[config.mk]
export PLATFORM = sky130hd
export DESIGN_NAME = serial_adder_flat
export DESIGN_NICKNAME = d
export VERILOG_FILES = /design/src/rtl/serial_adder_if.sv /design/src/rtl/serial_adder.sv /design/src/flat_wrapper.sv
export SDC_FILE = /design/constraint.sdc
export NUM_CORES = 1
export LEC_CHECK = 0
export CORE_MARGIN = 8
export CORE_UTILIZATION = 35
export DETAILED_ROUTE_END_ITERATION = 6
export GPL_TIMING_DRIVEN = 0
export PLACE_DENSITY_LB_ADDON = 0.3
export SLEW_MARGIN = 20
export SYNTH_ARGS = -nofsm -noshare
export SYNTH_HDL_FRONTEND = slang
export SYNTH_SLANG_ARGS = --single-unit
[constraint.sdc]
create_clock -name clk -period 1.3 [get_ports clk]
set_input_delay 0.26 -clock clk [delete_from_list [all_inputs] [get_ports clk]]
set_output_delay 0.26 -clock clk [all_outputs]
set_load 0.03 [all_outputs]
[src/rtl/serial_adder_if.sv]
// Handshake/data bundle for serial_adder.
//   start, a, b, cin : request side, driven by the requester (master)
//   busy, done       : status, driven by the adder (slave)
//   sum, cout        : registered result, driven by the adder (slave)
interface serial_adder_if #(
    parameter int unsigned WIDTH = 8
);
    logic             start;
    logic [WIDTH-1:0] a;
    logic [WIDTH-1:0] b;
    logic             cin;
    logic             busy;
    logic             done;
    logic [WIDTH-1:0] sum;
    logic             cout;

    modport master (
        output start, a, b, cin,
        input  busy, done, sum, cout
    );

    modport slave (
        input  start, a, b, cin,
        output busy, done, sum, cout
    );
endinterface

[src/rtl/serial_adder.sv]
// Bit-serial WIDTH-bit adder: one full-adder cell (two half adders + OR)
// is reused once per clock, LSB first, with a registered carry.
// Ports:
//   clk     : rising-edge clock
//   reset_p : asynchronous active-high reset
//   bus     : serial_adder_if slave (start/a/b/cin in; busy/done/sum/cout out)
// Latency: done pulses WIDTH cycles after the accepted start edge;
// minimum issue interval is WIDTH+2 cycles.
module serial_adder #(
    parameter int unsigned WIDTH = 8
) (
    input logic           clk,
    input logic           reset_p,
    serial_adder_if.slave bus
);
    localparam int unsigned CNT_W = $clog2(WIDTH) + 1;

    if (WIDTH < 2 || WIDTH > 32) begin : g_width_check
        $error("serial_adder: WIDTH must be in 2..32");
    end

    typedef enum logic [1:0] {
        IDLE = 2'd0,
        ADD  = 2'd1,
        DONE = 2'd2
    } state_t;

    state_t           state;
    logic [WIDTH-1:0] a_sr;
    logic [WIDTH-1:0] b_sr;
    logic [WIDTH-1:0] s_sr;
    logic             c;
    logic [CNT_W-1:0] cnt;
    logic             busy_q;
    logic             done_q;
    logic [WIDTH-1:0] sum_q;
    logic             cout_q;

    // Full-adder cell built from two half adders and an OR gate
    logic p;
    logic g1;
    logic s;
    logic g2;
    logic c_n;

    assign p   = a_sr[0] ^ b_sr[0];
    assign g1  = a_sr[0] & b_sr[0];
    assign s   = p ^ c;
    assign g2  = p & c;
    assign c_n = g1 | g2;

    // Partial-sum register with the current bit shifted into the MSB
    logic [WIDTH-1:0] s_next;
    assign s_next = {s, s_sr[WIDTH-1:1]};

    // Control FSM and datapath registers
    always_ff @(posedge clk or posedge reset_p) begin
        if (reset_p) begin
            state  <= IDLE;
            a_sr   <= '0;
            b_sr   <= '0;
            s_sr   <= '0;
            c      <= 1'b0;
            cnt    <= '0;
            busy_q <= 1'b0;
            done_q <= 1'b0;
            sum_q  <= '0;
            cout_q <= 1'b0;
        end else begin
            done_q <= 1'b0;
            case (state)
                IDLE: begin
                    if (bus.start) begin
                        a_sr   <= bus.a;
                        b_sr   <= bus.b;
                        c      <= bus.cin;
                        cnt    <= '0;
                        busy_q <= 1'b1;
                        state  <= ADD;
                    end
                end
                ADD: begin
                    a_sr <= a_sr >> 1;
                    b_sr <= b_sr >> 1;
                    s_sr <= s_next;
                    c    <= c_n;
                    cnt  <= cnt + CNT_W'(1);
                    // Last bit: publish the complete result in one step
                    if (cnt == CNT_W'(WIDTH - 1)) begin
                        sum_q  <= s_next;
                        cout_q <= c_n;
                        busy_q <= 1'b0;
                        done_q <= 1'b1;
                        state  <= DONE;
                    end
                end
                DONE: begin
                    state <= IDLE;
                end
                default: begin
                    state <= IDLE;
                end
            endcase
        end
    end

    assign bus.busy = busy_q;
    assign bus.done = done_q;
    assign bus.sum  = sum_q;
    assign bus.cout = cout_q;
endmodule

[src/flat_wrapper.sv]
// flat-port wrapper written by rule: the top's interface ports become plain ports
module serial_adder_flat 
#(
    parameter int unsigned WIDTH = 8
)
  (clk, reset_p, bus_start, bus_a, bus_b, bus_cin, bus_busy, bus_done, bus_sum, bus_cout);
  serial_adder_if #(.WIDTH(WIDTH)) bus_i ();
  input logic clk;
  input logic reset_p;
  input wire logic [$bits(bus_i.start)-1:0] bus_start;
  input wire logic [$bits(bus_i.a)-1:0] bus_a;
  input wire logic [$bits(bus_i.b)-1:0] bus_b;
  input wire logic [$bits(bus_i.cin)-1:0] bus_cin;
  output wire logic [$bits(bus_i.busy)-1:0] bus_busy;
  output wire logic [$bits(bus_i.done)-1:0] bus_done;
  output wire logic [$bits(bus_i.sum)-1:0] bus_sum;
  output wire logic [$bits(bus_i.cout)-1:0] bus_cout;
  assign bus_i.start = bus_start;
  assign bus_i.a = bus_a;
  assign bus_i.b = bus_b;
  assign bus_i.cin = bus_cin;
  assign bus_busy = bus_i.busy;
  assign bus_done = bus_i.done;
  assign bus_sum = bus_i.sum;
  assign bus_cout = bus_i.cout;
  serial_adder #(.WIDTH(WIDTH)) u_core (.clk(clk), .reset_p(reset_p), .bus(bus_i));
endmodule
==> results of run 1 <==
## per-stage QoR
step,total power [mW],setup WS [ns]
2_1_floorplan,3.43,-0.120
3_3_place_gp,4.03,-0.848
3_5_place_dp,4.10,-0.422
4_1_cts,5.39,-0.141
5_1_grt,5.88,-0.139
6_report,5.50,-0.111
## flip-flops by register name, summed over array words and instances (netlist names)
name	count
u_core.b_sr	8
u_core.s_sr	7
u_core.bus.sum	8
u_core.a_sr	8
u_core.bus.busy	1
u_core.state	2
u_core.cnt	4
u_core.bus.cout	1
u_core.c	1
u_core.bus.done	1
## worst paths after layout
kind	from	endpoint	slack, ns	cells after the start
worst max-delay path	u_core.cnt[1]	u_core.bus.cout	-0.11	4
worst min-delay path	reset_p	u_core.b_sr[5]	0.19	2
worst max register to register	u_core.cnt[1]	u_core.bus.cout	-0.11	4
worst min register to register	u_core.b_sr[3]	u_core.b_sr[3]	0.47	2
max in group asynchronous	reset_p	u_core.state[1]	0.66	3
min in group clk	u_core.b_sr[3]	u_core.b_sr[3]	0.47	2
## power breakdown
part	leakage, nW	switching, mW	internal (mW)
Combinational	0.563	1.11	1.07
Sequential	0.528	0.333	1.77
Clock	0.0681	0.454	0.763
Total	1.16	1.89	3.61
## cell usage in the layout, fill, tap and decap left out, types with 3 or more instances in the layout
| cell | netlist | final |
|---|---|---|
| buf_4 | 0 | 11 |
| o21ai_1 | 0 | 4 |
| and2_1 | 10 | 10 |
| clkbuf_8 | 0 | 5 |
| inv_1 | 4 | 3 |
| nand2_1 | 41 | 41 |
| a22oi_1 | 5 | 5 |
| dfrtp_1 | 41 | 40 |
| clkbuf_2 | 0 | 6 |
| clkdlybuf4s15_2 | 0 | 4 |
| a31oi_1 | 10 | 10 |
| o21ai_0 | 19 | 15 |
| mux2_4 | 8 | 9 |
| clkdlybuf4s50_1 | 0 | 19 |
| buf_2 | 1 | 4 |
## per-layer routing
layer | up-vias | GRT usage (%) | part of all wire (%)
li1 | 677 | - | -
met1 | 688 | 14.0 | 47
met2 | 26 | 18.1 | 48
met3 | 7 | 3.00 | 3.2
met4 | 0 | 3.69 | 1.2
met5 | - | 0 | 0
## final cells by class
class,count,area [um2],share of cell area [%]
plain buffers,9,76.3,3.07
clock buffers,5,68.8,2.76
clock inverters,3,65.1,2.61
inverters,4,15.0,0.603
multi-input cells,115,753,30.3
flip-flops and latches,41,1030,41.3
well taps,70,87.6,3.52
repair buffers,42,397,15.9
## Yosys cell counts
library cell	number	area [um2]
dfrtp_1	41	1030
nand2_1	41	154
o21ai_0	19	95.1
a31oi_1	10	62.6
and2_1	10	62.6
clkbuf_1	8	30.0
mux2_4	8	120
a22oi_1	5	37.5
inv_1	4	15.0
nor2b_1	3	18.8
a21oi_1	2	10.0
nand3_1	2	10.0
a22o_1	1	8.76
a41oi_1	1	8.76
and2b_1	1	7.51
and4_1	1	8.76
and4_4	1	11.3
buf_2	1	5.00
buf_6	1	11.3
buf_8	1	15.0
fa_1	1	20.0
ha_1	1	12.5
mux2_2	1	11.3
mux2i_1	1	10.0
nor2_1	1	3.75
nor2b_2	1	8.76
o21bai_1	1	7.51
o2bb2ai_1	1	8.76
o311ai_0	1	8.76
or2b_1	1	7.51
## worst max-delay path, delay by kind of cell, from the launching register on
kind,cells,cell delay [ns]
fa+ha+maj,1,0.17
buf+inv,1,0.15
flops,1,0.43
mux,1,0.29
simple gates,1,0.27
## logic make-up (layout without fill, tap and decap cells)
kind of cell,Yosys count,in the layout,synth area share [%]
AO/OA/AOI/OAI,41,41,13.6
adder cells (fa/ha/maj),2,2,1.79
buffers and inverters,15,63,4.20
flip-flops,41,41,56.5
multiplexers,10,10,7.78
AND/OR/NAND/NOR,62,62,16.1
## timing repair
action,CTS,global route
pin swaps,0,2
gates cloned,0,2
endpoints found under the setup margin,43,35
endpoints found under the hold margin,0,0
resized for setup,38,32
setup buffers,5,4
==> results by group, run 1 <==
CTS
  – Max clock buf depth: 2
  – H-tree levels: 2
  – Clock Root Buffer: clkbuf_8
  – CTS Buf Count: 5
  – Worst skew pair latency: 0.29 ns
  – CTS tree: built
  – Clk slew on worst S/H paths: 0.08 ns
  – CTS sink cnt: 41
  – Hold Buf Count CTS: 0

Cells and area
  – Fin util: 49.1%
  – Fill cells: 496
  – # diodes: 0
  – Final Net Count: 240
  – Area growth syn-to-layout: 37.1%
  – Share of cells above drive strength 1: 25.6%
  – Non-Filler Instances: 289
  – Fin area: 0.00249 mm2

Logic synthesis
  – Synthesized area: 0.00182 mm2
  – Post-synthesis area per instance: 10.6 um2
  – Instance count of the mapped netlist: 171
  – Register area share after synthesis: 56.5%
  – Post-Synthesis Net Count: 193
  – Yosys cell types: 30
  – YS warnings: 0
  – Yosys reg bits: 41

Route
  – DR pass1 iterations: 4
  – Number of remaining DRC errors: 0
  – Routed Antenna Nets: 0
  – Initial DRC count: 70
  – Via count: 1398
  – Total wire length: 4100 um
  – WL per Instance: 14.2 um
  – Vias per inst: 4.84

Global route
  – Global-route wire length before repair: 6700 um
  – GRT Util Overall: 11.2%
  – GRT overflow: 0
  – Vias in the first global route: 1400
  – Initial antenna violation count: 0
  – Largest net degree at the start of global routing: 34

Timing
  – RSZ-0062 raised after global routing: yes
  – Minimum clock period: 1.41 ns
  – Final clock skew: 0.00355 ns
  – Final Setup Violations: 9
  – Max Clk Rate: 709 MHz
  – Slew Viols, Final: 0
  – Hold Fails Final Rpt: 0
  – Hold WS: 0.195 ns
  – Max_slew headroom: 80.3%
  – Setup_tns: -0.875 ns
  – Least-Margin Pin Slew: 0.295 ns
  – Final Cycle Share: 109%
  – Post-route setup slack: -0.111 ns

Placed design
  – Port buffer count: 30
  – Post-Place Cells: 272
  – Routability cong.: 0.711
  – Placed cell area: 0.00223 mm2
  – DPL Wire Length: 2640 um

Pwr
  – Power density cells: 2210 mW/mm2
  – Worst vdd ir: 0.000847 V
  – Pleak: 1.16 nW

Floorplanning
  – Die height: 88.0 um
  – Core box area: 0.00507 mm2
  – Rows: 26
  – Die area: 0.00775 mm2
  – Io pins: 31
  – Die width: 88.0 um
  – Initial Util: 35.8%

Critical path
  – Crit path kind: reg -> reg
  – Worst Path Required: 1.49 ns
  – Arrival @ worst endpoint: 1.60 ns
  – CP Capture Type: flop
  – Largest stage delay, worst path: 0.43 ns
  – Crit-path slowest cell: dfrtp_1
  – Worst-path fanout max: 5
  – Crit start category: flop
  – Critical Path, Cell by Cell: ha_4 > and4_4 > clkbuf_16 > mux2_4

Min path
  – Hold Path Class: in -> async

Status
  – Failing checks: setup timing
  – Status: complete, but fails checks

Job
  – Max Cap Viol: 0
No activity file was read; power rests on OpenSTA's default activity.
==> run 2: changes to the inputs <==
Settings changed: CAP_MARGIN set to 10, CORE_MARGIN 8 to 2.
==> results by group, run 2 (synthesis results as in run 1) <==
Route
  – Via count: 1382
  – Initial DRC count: 54
  – Total wire length: 3780 um
  – WL per Instance: 13.2 um
  – DR pass1 iterations: 4
  – Number of remaining DRC errors: 0
  – Vias per inst: 4.83
  – Routed Antenna Nets: 0

Status
  – Status: complete, but fails checks
  – Failing checks: setup timing

CTS
  – Worst skew pair latency: 0.29 ns
  – CTS sink cnt: 41
  – Hold Buf Count CTS: 0
  – H-tree levels: 2
  – CTS Buf Count: 5
  – Clk slew on worst S/H paths: 0.07 ns
  – Max clock buf depth: 2
  – Clock Root Buffer: clkbuf_8
  – CTS tree: built

Critical path
  – Crit path kind: reg -> reg
  – CP Capture Type: flop
  – Largest stage delay, worst path: 0.42 ns
  – Critical Path, Cell by Cell: ha_4 > and4_4 > clkbuf_16 > mux2_4
  – Crit start category: flop
  – Worst Path Required: 1.48 ns
  – Crit-path slowest cell: dfrtp_1
  – Worst-path fanout max: 5
  – Arrival @ worst endpoint: 1.60 ns

Floorplanning
  – Initial Util: 36.0%
  – Core box area: 0.00504 mm2
  – Die area: 0.00578 mm2
  – Io pins: 31
  – Rows: 26
  – Die height: 76.0 um
  – Die width: 76.0 um

Cells and area
  – Area growth syn-to-layout: 32.3%
  – Most frequent cells in the layout: nand2_1 (41), dfrtp_1 (40), clkdlybuf4s50_1 (19)
  – Commonest non-fill, non-tap cell in the layout: nand2_1
  – Fin util: 47.7%
  – Fin area: 0.00240 mm2
  – Share of cells above drive strength 1: 23.6%
  – Fill cells: 500
  – # diodes: 0
  – Non-Filler Instances: 286
  – Final Net Count: 238

Timing
  – Slew Viols, Final: 0
  – Final Setup Violations: 8
  – Max_slew headroom: 75.2%
  – Max Clk Rate: 703 MHz
  – Final Cycle Share: 109%
  – Least-Margin Pin Slew: 0.372 ns
  – RSZ-0062 raised after global routing: yes
  – Minimum clock period: 1.42 ns
  – Hold Fails Final Rpt: 0
  – Final clock skew: 0.00432 ns
  – Post-route setup slack: -0.122 ns

Global route
  – Initial antenna violation count: 0
  – Vias in the first global route: 1338
  – Largest net degree at the start of global routing: 26
  – GRT Util Overall: 13.6%
  – GRT overflow: 0
  – Global-route wire length before repair: 6290 um

Placed design
  – Routability cong.: 0.803
  – Placed cell area: 0.00223 mm2
  – Post-Place Cells: 272
  – DPL Wire Length: 2480 um
  – Port buffer count: 30
  – Pre-CTS WS: -0.398 ns

Pwr
  – Power density cells: 2100 mW/mm2
  – Pleak: 1.11 nW
  – Worst vdd ir: 0.000826 V

Job
  – Max Cap Viol: 0

Min path
  – Hold Path Class: in -> async
## run 2: final timing paths
kind	startpoint	endpoint	slack, ns	depth (start not counted)
max in group asynchronous	reset_p	u_core.state[1]	0.57	3
setup reg to reg	u_core.cnt[1]	u_core.bus.sum[6]	-0.12	4
min in group clk	u_core.b_sr[6]	u_core.b_sr[6]	0.47	2
hold reg to reg	u_core.b_sr[6]	u_core.b_sr[6]	0.47	2
hold / removal	reset_p	u_core.bus.sum[5]	0.27	2
setup / recovery	u_core.cnt[1]	u_core.bus.sum[6]	-0.12	4
## run 2: metrics by stage
step                      hold WS (ns)  total power, mW  TNS [ns]
after global routing             0.299             5.45     -1.22
after floorplan                  0.442             3.43    -0.964
after detailed placement         0.463             4.09     -9.06
after CTS                        0.281             4.95     -1.36
after global placement           0.455             4.02    -43.33
final                            0.266             5.06    -0.897
## run 2: power by group
| group | switching, mW | total [mW] | internal (mW) |
|---|---|---|---|
| Sequential | 0.325 | 2.10 | 1.77 |
| Combinational | 1.09 | 2.13 | 1.05 |
| Clock | 0.405 | 0.826 | 0.421 |
| Total | 1.82 | 5.06 | 3.24 |
## run 2: cell type report
class	instances	area, um2	area share [%]
well taps	70	87.6	3.64
clock buffers	7	86.3	3.59
multi-input cells	115	748	31.1
flip-flops and latches	41	1030	42.7
repair buffers	40	365	15.2
plain buffers	9	73.8	3.07
inverters	4	15.0	0.625
## run 2: per-layer routing
metal / GRT usage, % / vias up / wire [um]
met3: 3.20 / 5 / 159
met5: 0 / - / 0
met2: 21.4 / 30 / 1850
met4: 4.36 / 0 / 49
li1: - / 671 / -
met1: 18.5 / 676 / 1730
## run 2: critical path: cells and delay by family, from the launching register on
family / cells / cell delay, ns
fa+ha+maj: 1 / 0.17
mux: 1 / 0.29
flops: 1 / 0.42
buf+inv: 1 / 0.16
simple gates: 1 / 0.27
## run 2: timing repair
action | 4_1_cts | 5_1_grt
setup endpoints to repair | 43 | 39
gates cloned | 0 | 1
hold endpoints to repair | 0 | 0
resized for setup | 34 | 28
setup buffers | 3 | 6
pin swaps | 0 | 3
